===== src/rtl/sync_fifo_flex.sv =====
`default_nettype none
// ============================================================================
// Module      : sync_fifo_flex
// Description : Single-clock FIFO with register-array storage, selectable
//               registered or first-word-fall-through read, threshold flags
//               and sticky overflow/underflow indicators.
// Revision    : 1.0 - initial release
// ============================================================================
module sync_fifo_flex #(
    parameter int DataWidth      = 64,
    parameter int Depth          = 16,
    parameter int Fwft           = 0,
    parameter int AlmostFullThr  = Depth - 2,
    parameter int AlmostEmptyThr = 2
) (
    input  logic                       Clk,
    input  logic                       Rst,
    input  logic                       Flush,
    input  logic [DataWidth-1:0]       WData,
    input  logic                       WInc,
    output logic                       WFull,
    output logic                       WAlmostFull,
    output logic [DataWidth-1:0]       RData,
    input  logic                       RInc,
    output logic                       REmpty,
    output logic                       RAlmostEmpty,
    output logic [$clog2(Depth):0]     Count,
    output logic                       Overflow,
    output logic                       Underflow
);

    localparam int               c_AW      = $clog2(Depth);
    localparam logic [c_AW:0]    c_DEPTH   = (c_AW + 1)'(Depth);
    localparam logic [c_AW:0]    c_AF_THR  = (c_AW + 1)'(AlmostFullThr);
    localparam logic [c_AW:0]    c_AE_THR  = (c_AW + 1)'(AlmostEmptyThr);

    logic [DataWidth-1:0] r_mem [Depth];
    logic [c_AW:0]        r_wptr;
    logic [c_AW:0]        r_rptr;
    logic [c_AW:0]        r_count;
    logic                 r_ovf;
    logic                 r_udf;
    logic                 w_wr;
    logic                 w_rd;
    logic [DataWidth-1:0] w_head;

    assign WFull        = (r_count == c_DEPTH);
    assign REmpty       = (r_count == '0);
    assign WAlmostFull  = (r_count >= c_AF_THR);
    assign RAlmostEmpty = (r_count <= c_AE_THR);
    assign Count        = r_count;
    assign Overflow     = r_ovf;
    assign Underflow    = r_udf;

    // A full FIFO refuses writes even when a read frees a slot on the same edge.
    assign w_wr   = WInc & ~WFull  & ~Flush;
    assign w_rd   = RInc & ~REmpty & ~Flush;
    assign w_head = r_mem[r_rptr[c_AW-1:0]];

    always_ff @(posedge Clk) begin
        if (w_wr) begin
            r_mem[r_wptr[c_AW-1:0]] <= WData;
        end
    end

    always_ff @(posedge Clk or posedge Rst) begin
        if (Rst) begin
            r_wptr  <= '0;
            r_rptr  <= '0;
            r_count <= '0;
            r_ovf   <= 1'b0;
            r_udf   <= 1'b0;
        end else if (Flush) begin
            r_wptr  <= '0;
            r_rptr  <= '0;
            r_count <= '0;
            r_ovf   <= 1'b0;
            r_udf   <= 1'b0;
        end else begin
            if (w_wr) begin
                r_wptr <= r_wptr + 1'b1;
            end
            if (w_rd) begin
                r_rptr <= r_rptr + 1'b1;
            end
            case ({w_wr, w_rd})
                2'b10:   r_count <= r_count + 1'b1;
                2'b01:   r_count <= r_count - 1'b1;
                default: r_count <= r_count;
            endcase
            if (WInc && WFull) begin
                r_ovf <= 1'b1;
            end
            if (RInc && REmpty) begin
                r_udf <= 1'b1;
            end
        end
    end

    generate
        if (Fwft != 0) begin : g_fwft
            assign RData = REmpty ? '0 : w_head;
        end else begin : g_reg
            logic [DataWidth-1:0] r_rdata;
            always_ff @(posedge Clk or posedge Rst) begin
                if (Rst) begin
                    r_rdata <= '0;
                end else if (w_rd) begin
                    r_rdata <= w_head;
                end
            end
            assign RData = r_rdata;
        end
    endgenerate

endmodule
`default_nettype wire


===== config.mk =====
export PLATFORM = sky130hd
export DESIGN_NAME = sync_fifo_flex
export DESIGN_NICKNAME = d
export VERILOG_FILES = /design/src/rtl/sync_fifo_flex.sv
export SDC_FILE = /design/constraint.sdc
export NUM_CORES = 1
export LEC_CHECK = 0
export ABC_CLOCK_PERIOD_IN_PS = 6000
export CAP_MARGIN = 25
export CORE_MARGIN = 10
export CORE_UTILIZATION = 55
export CTS_BUF_LIST = sky130_fd_sc_hd__clkbuf_4
export DETAILED_ROUTE_END_ITERATION = 8
export PLACE_DENSITY_LB_ADDON = 0.05
export SYNTH_ARGS = -nofsm -noshare
export SYNTH_HDL_FRONTEND = slang
export SYNTH_SLANG_ARGS = --single-unit

===== constraint.sdc =====
create_clock -name Clk -period 6 [get_ports Clk]
set_input_delay 0.6 -clock Clk [delete_from_list [all_inputs] [get_ports Clk]]
set_output_delay 0.6 -clock Clk [all_outputs]
set_load 0.02 [all_outputs]

[Word level (Yosys, flattened, before mapping)]
Memory sizes are Yosys's and may differ from the RTL's. A register that Yosys moved wholly into a read port is not among the register bits.
Index checks and enable logic that the tools add are counted.
Word-level totals
  memories: 1
  logic and storage cells: 42
  bits in registers: 17
  input port bits: 69
  output and inout port bits: 75
  bits in writable memories: 1024
Memory list
  r_mem: depth 16, bits a word 64, rd ports 1, clocked after Yosys merged registers in 1, write ports 1, RTL line 37  | logic [DataWidth-1:0] r_mem [Depth];
Operators by class
  equality and inequality tests: 3
  $lt $le $gt $ge: 2
  multiplexer cells: 12
  reduce and logical (&&, ||, !) cells: 8
  bitwise gates (word level): 7
  add/subtract/negate cells: 4
Operators with widths (number)
  $mux W5: 5
  $add A5 B1 Y5 const B: 3
  $pmux W5 S2: 1
  $reduce_bool A2 Y1: 4
  $mux W1: 6
  $eq A5 B5 Y1 const B: 1
  $ge A5 B4 Y1 const B: 1
  $le A5 B2 Y1 const B: 1
  $logic_not A5 Y1: 1
  $sub A5 B1 Y5 const B: 1
  $and A1 B1 Y1: 4
  $not A1 Y1: 3
  $reduce_bool A3 Y1: 1
  $eq A2 B1 Y1 const B: 1
  $eq A2 B2 Y1 const B: 1
  $logic_and A1 B1 Y1: 2

[Logic depth before layout (Yosys ltp)]
Gate-level depths: netlist of run 1.
  depth after elaboration: 7
  depth in mapped cells: 10

[Least setup slack after synthesis of run 1]
Ideal clock, no wire load.
  path type: flip-flop to flip-flop
  from: reg r_count[2] (netlist: Count[2])
  to: mem r_mem[0][0] (enable)
  clock period less this slack: 6.592 ns
  path buffers: 1
  library setup time: 0.565 ns
  setup slack: -0.592 ns
  data required time: 5.435 ns
  cell stages (with the launch flop): 7
  arrival time: 6.027 ns
  path through: dfrtp_1 -> clkbuf_1 -> nor4_2 -> a21boi_1 -> nor2b_1 -> nand2_1 -> nor3_1
Between the ends
  word-level cells in the longest chain between the ends: 6
Ends and longest elaborated chain
  from (decl): RTL line 40  | logic [c_AW:0] r_count;
  from (signal assigned): RTL line 87  | 2'b10: r_count <= r_count + 1'b1;
  from (signal assigned): RTL line 88  | 2'b01: r_count <= r_count - 1'b1;
  from (signal assigned): RTL line 89  | default: r_count <= r_count;
  $eq A5 B5 Y1: RTL line 47  | assign WFull = (r_count == c_DEPTH);
  $not A1 Y1: RTL line 56  | assign w_wr = WInc & ~WFull & ~Flush;
  $and A1 B1 Y1 (2 in series): RTL line 56
  $mux W1: RTL line 61  | if (w_wr) begin
  $mux W1 (not written as such): RTL line 62  | r_mem[r_wptr[c_AW-1:0]] <= WData;
  to (decl): RTL line 37
Every way passes these cells.

[Worst setup path after layout of run 1]
  from: reg r_count[1] (netlist: Count[1])
  to: out WFull
Between the ends
  word-level cells in the longest chain between the ends: 1
Ends and longest elaborated chain
  $eq A5 B5 Y1: RTL line 47
  to (decl): RTL line 21  | output logic WFull,
Every way passes these cells.

==> out/metrics.yaml, run 1 <==
cts:
  cts-root-buf: "clkbuf_4"
  cts.htree.levels: 5
  insertion_delay_ns: 1.07
  cts_sinks: 1103
  path_clk_slew_ns: 0.06
  cts_buffers: 297
  cts_tree: "built"
  cts_buffer_depth: 4
power:
  ir_worst_vdd_uv: 254
  power_mw: 18.7
  p_leak_nw: 15.6
  power_density_nw_per_um2: 388
setup_path:
  endpoint_kind: "output pin"
  path_class: "register to output pin"
  worst_setup_path_start_kind: "register"
  crit_arrival_ns: 3.02
  crit_required_ns: 5.40
  rrSetupSlack_ns: 2.49
  crit_fanout: 11
  cp_top_family: "simple AND/OR/NAND/NOR gates"
  worst_path_max_delay_cell: "or4_1"
  path_buf_inv: 1
  crit_chain: "or4_1 -> nor2_1 -> clkdlybuf4s50_1"
  slowest_delay_ns: 0.70
placed_design:
  pre_cts_ws_ns: 1.73
  port-buffer-count: 143
  hpwl_microns: 48500
  gp_congestion: 0.752
  place_area_sq_um: 44800
global_routing:
  grt_use_total_pct: 20.5
  antenna_found_initial: 2
  grt_pass1_vias: 20900
  grt_max_degree: 108
  overflow: 0
  grt_pass1_wl_microns: 132000
logic_synthesis:
  ys_ff_latch: 1103
  yosysUniqueCellTypes: 43
  synth-warning-count: 0
  synth_top_area_share_pct: 73.1
  syn_area_sq_um: 42100
  syn_area_per_cell_sq_um: 25.0
  async_flop_share_pct: 7.16
  synth_top_area_cell: "edfxtp_1"
  syn-instance-count: 1684
  synth_seq_area_share_pct: 77.8
  ys.flop_type: "edfxtp_1"
  syn-num-nets: 1760
  synth_edf_count: 1024
  synth.area.top_cells: "edfxtp_1 (73%), mux4_2 (17%), dfrtp_1 (4.7%)"
job:
  cap_violations: 0
cells_and_area:
  final_cell_mix: "edfxtp_1 (1024), clkbuf_4 (425), mux4_2 (320)"
  drive_gt1_share_pct: 39.0
  area_growth_pct: 14.8
  fin_area_sq_um: 48300
  finish.utilization_pct: 63.7
  fillers: 5218
  final_common_cell: "edfxtp_1"
  multi_input_area_sq_um: 8850
  final-seq-area_sq_um: 32700
  nets: 2152
drt:
  ant_nets: 0
  wl_per_cell_microns: 27.0
  num_vias: 19100
  drc: 0
  dr.pass1.iters: 5
  viasPerCell: 5.90
  wl_microns: 87300
  drt_iter0_markers: 1373
sta:
  finalSetupViolations: 0
  finalMaxSlewViolations: 0
  maxSlewHeadroom_pct: 35.2
  final.setup_skew_ns: 0.0909
  setup_slack_ns: 2.38
  rsz0062_at_grt: "false"
  fmax_mhz: 276
  finalCritPeriodShare_pct: 60.3
  fin_crit_ns: 3.62
  final-hold-violation-count: 0
  tightest_slew_ns: 0.970
floorplan:
  rows: 101
  dieArea_sq_um: 87900
  fp.coreArea_sq_um: 75800
  die_h_microns: 297
  fp.dieW_microns: 297
  initial_core_util_pct: 55.5
  ioPinCount: 144
run_status:
  outcome: "complete, no violations"
min_path:
  hp-class: "primary input to register"
-- metrics by stage --
| stage | cells | setup TNS [ns] | hold WS (ns) |
|---|---|---|---|
| finish | 3241 | 0 | 0.352 |
| global route | 3241 | 0 | 0.284 |
| CTS | 3237 | 0 | 0.205 |
| global placement | 2751 | 0 | 0.472 |
| floorplan | 1684 | -75.54 | 0.579 |
| detailed placement | 2753 | 0 | 0.481 |
-- layout make-up --
cell class / instances / area share (%)
repair buffers: 181 / 4.06
clock buffers: 425 / 6.61
well taps: 978 / 2.53
flip-flops and latches: 1103 / 67.8
multi-input cells: 488 / 18.3
clock inverters: 58 / 0.635
inverters: 5 / 0.0440
diodes: 3 / 0.0155
-- worst paths after layout --
| path | start | end | cells past startpoint |
|---|---|---|---|
| setup / recovery | Count[1] | WFull | 3 |
| hold / removal | WInc | Overflow | 3 |
| setup reg to reg | Count[1] | r_mem[10][26] | 6 |
| hold reg to reg | RData[38] | RData[38] | 1 |
| max in group asynchronous | Rst | r_rptr[1] | 4 |
| min in group asynchronous | Rst | RData[8] | 3 |
-- what timing repair did --
| item | 4_1_cts | 5_1_grt |
|---|---|---|
| setup endpoints to repair | 0 | 0 |
| hold endpoints to repair | 37 | 0 |
| hold buffers | 1 | 0 |
| gates resized for setup | 0 | 0 |
| setup buffers | 0 | 0 |
-- report_power, final --
part | leakage [nW] | total, mW | switching, mW | internal (mW)
logic | 3.26 | 3.60 | 1.69 | 1.91
registers | 10.2 | 8.98 | 0.226 | 8.76
clock network | 2.12 | 6.16 | 2.81 | 3.35
-- cells in the mapped netlist (2+ instances only) --
| cell type | instances |
|---|---|
| dfrtp_1 | 79 |
| mux2_1 | 9 |
| ha_1 | 7 |
| edfxtp_1 | 1024 |
| nand2b_1 | 2 |
| nand3_1 | 6 |
| o21ai_0 | 2 |
| mux2i_1 | 5 |
| nor3_1 | 5 |
| nand2_1 | 11 |
| buf_6 | 19 |
| mux2_2 | 15 |
| mux2_4 | 40 |
| buf_4 | 10 |
| nor2_1 | 30 |
| xor2_1 | 6 |
| xnor2_1 | 2 |
| buf_8 | 6 |
| or4_1 | 2 |
| inv_1 | 5 |
| buf_2 | 7 |
| a21oi_1 | 6 |
| clkbuf_1 | 45 |
| mux4_2 | 320 |
| or3_1 | 2 |
| a2111oi_0 | 2 |
-- metal layers --
metal,vias up,part of all wire (%),track usage [%]
li1,8210,-,-
met1,10200,42,27.8
met2,627,51,33.2
met3,92,5.8,5.10
met4,0,1.4,5.91
met5,-,0,0
-- flip-flops by register name, summed over array words and instances (netlist names) --
register   count
Overflow       1
RData         64
Count          5
r_wptr         4
r_mem       1024
r_rptr         4
Underflow      1
-- kinds of logic after synthesis --
kind of cell               Yosys count  synth area share, %
and+or+nand+nor                     64                0.705
xor gates and xnor gates             8                0.167
AOI/OAI and AO/OA                   20                0.351
buffers and inverters               93                 1.44
adders and majority gates            7                0.208
muxes                              389                 19.3
DFF                               1103                 77.8
-- worst register-to-register path: cells and delay by family (launching register included) --
kind / cells / cell delay [ns]
AND/OR/NAND/NOR: 4 / 1.57
AO/OA/AOI/OAI: 1 / 0.59
flip-flops: 1 / 0.54
buffers and inverters: 1 / 0.42
Note: power is estimated with default switching activity, not from simulation.
==> run 2: changes to the inputs <==
- ABC_CLOCK_PERIOD_IN_PS: 6000 -> 3700
- clock period: 6 -> 3.7 ns (I/O delays scaled with it)
==> out/metrics.yaml, run 2 (same netlist as run 1, synthesis figures left out) <==
floorplan:
  fp.dieW_microns: 297  # unchanged
  dieArea_sq_um: 87900  # unchanged
  rows: 101  # unchanged
  fp.coreArea_sq_um: 75800  # unchanged
  initial_core_util_pct: 55.5  # unchanged
  ioPinCount: 144  # unchanged
  die_h_microns: 297  # unchanged
power:
  p_leak_nw: 15.9  # +2.2%
  power_density_nw_per_um2: 631  # +63%
  ir_worst_vdd_uv: 392  # +54%
drt:
  ant_nets: 0  # unchanged
  viasPerCell: 5.89  # -0.12%
  wl_per_cell_microns: 26.5  # -1.5%
  wl_microns: 87300  # about the same
  drc: 0  # unchanged
  num_vias: 19400  # +1.4%
  dr.pass1.iters: 5  # unchanged
  drt_iter0_markers: 1621  # +18%
cells_and_area:
  stdcell_count: 3290  # +1.5%
  final_common_cell: "edfxtp_1"
  area_growth_pct: 16.6
  largest_reg_flops: 1024  # unchanged
  final_cell_mix: "edfxtp_1 (1024), clkbuf_4 (461), mux4_2 (320)"
  finish.utilization_pct: 64.7  # +0.99 points
  drive_gt1_share_pct: 40.8  # +1.8 points
  nets: 2176  # +1.1%
  fin_area_sq_um: 49100  # +1.6%
placed_design:
  port-buffer-count: 143  # unchanged
  place_area_sq_um: 45300  # +1.2%
  pre_cts_ws_ns: 0.357  # -1.38 ns
  place_inst: 2778  # +0.91%
  hpwl_microns: 46300  # -4.6%
  gp_congestion: 0.744  # -1.0%
global_routing:
  grt_pass1_vias: 21300  # +1.9%
  antenna_found_initial: 8  # +6
  grt_use_total_pct: 20.6  # +0.055 points
  grt_pass1_wl_microns: 133000  # +0.49%
  grt_max_degree: 65  # -40%
  overflow: 0  # unchanged
sta:
  fin_crit_ns: 3.46
  rsz0062_at_grt: "false"
  finalSetupViolations: 0  # unchanged
  maxSlewHeadroom_pct: 38.6  # +3.3 points
  tightest_slew_ns: 0.922  # -0.0478 ns
  fmax_mhz: 289
  final.setup_skew_ns: 0.0712  # -0.0196 ns
  setup_slack_ns: 0.243  # -2.14 ns
  finalMaxSlewViolations: 0  # unchanged
  finalCritPeriodShare_pct: 93.4
  final-hold-violation-count: 0  # unchanged
setup_path:
  worst_setup_path_start_kind: "register"
  crit_fanout: 11  # unchanged
  endpoint_kind: "output pin"
  crit_required_ns: 3.33  # -2.07 ns
  crit_arrival_ns: 3.09  # +0.07 ns
  path_class: "register to output pin"
run_status:
  outcome: "complete, no violations"
job:
  cap_violations: 0  # unchanged
cts:
  path_clk_slew_ns: 0.06  # about the same
  cts-root-buf: "clkbuf_4"
  cts_sinks: 1103  # unchanged
  insertion_delay_ns: 1.06  # about the same
  cts_buffers: 295  # -0.67%
  cts.htree.levels: 5  # unchanged
  cts_buffer_depth: 4  # unchanged
  post_cts_buffers: 0  # unchanged
  cts_tree: "built"
min_path:
  hp-class: "primary input to register"
## run 2: cell type report
cell class / instances / area, sq um
diodes: 5 / 12.5
clock buffers: 461 / 3460
clock inverters: 43 / 246
fillers: 5141 / 26800
inverters: 5 / 21.3
multi-input cells: 488 / 8880
flip-flops and latches: 1103 / 32700
well taps: 978 / 1220
repair buffers: 207 / 2470
## run 2: through the flow
stage / setup TNS [ns] / hold slack, ns / total power [mW]
3_3_place_gp: 0 / 0.473 / 20.8
5_1_grt: 0 / 0.0492 / 32.5
4_1_cts: 0 / 0.00318 / 31.4
2_1_floorplan: -14.55 / 0.469 / 18.8
6_report: 0 / 0.141 / 31.0
3_5_place_dp: 0 / 0.481 / 20.9
## run 2: final timing paths
| check | from | slack [ns] | cells after the start | end |
|---|---|---|---|---|
| max in group asynchronous | Rst | 2.63 | 4 | RData[57] |
| max | Count[1] | 0.24 | 3 | WFull |
| min reg2reg | RData[61] | 0.49 | 1 | RData[61] |
| max reg2reg | Count[1] | 0.52 | 9 | Count[4] |
| min | WInc | 0.14 | 4 | Overflow |
| min in group asynchronous | Rst | 0.32 | 3 | RData[8] |
## run 2: layer usage
layer  vias to the layer above  wire [microns]  global-route usage [%]
met5                         -              32                       0
met4                         6            1340                    6.25
met3                       119            4890                    5.09
met2                       616           44800                    33.3
met1                     10400           36200                    27.7
li1                       8270               -                       -
## run 2: power breakdown
group          switching (mW)  leakage [nW]  internal, mW  total (mW)
logic                    2.69          3.46          3.24        5.93
clock network            4.63          2.26          5.83        10.5
registers               0.367          10.2          14.2        14.6
total                    7.69          15.9          23.3        31.0
## run 2: what timing repair did
action	CTS	global route
hold endpoints to repair	52	0
hold buffers	3	0
gates resized for setup	0	1
setup endpoints to repair	0	1
## run 2: worst max-delay path, stage by stage, from the launching register on
cell	delay (ns)
dfrtp_1	0.51
or4_1	0.71
nor2_1	0.20
clkdlybuf4s50_1	0.64
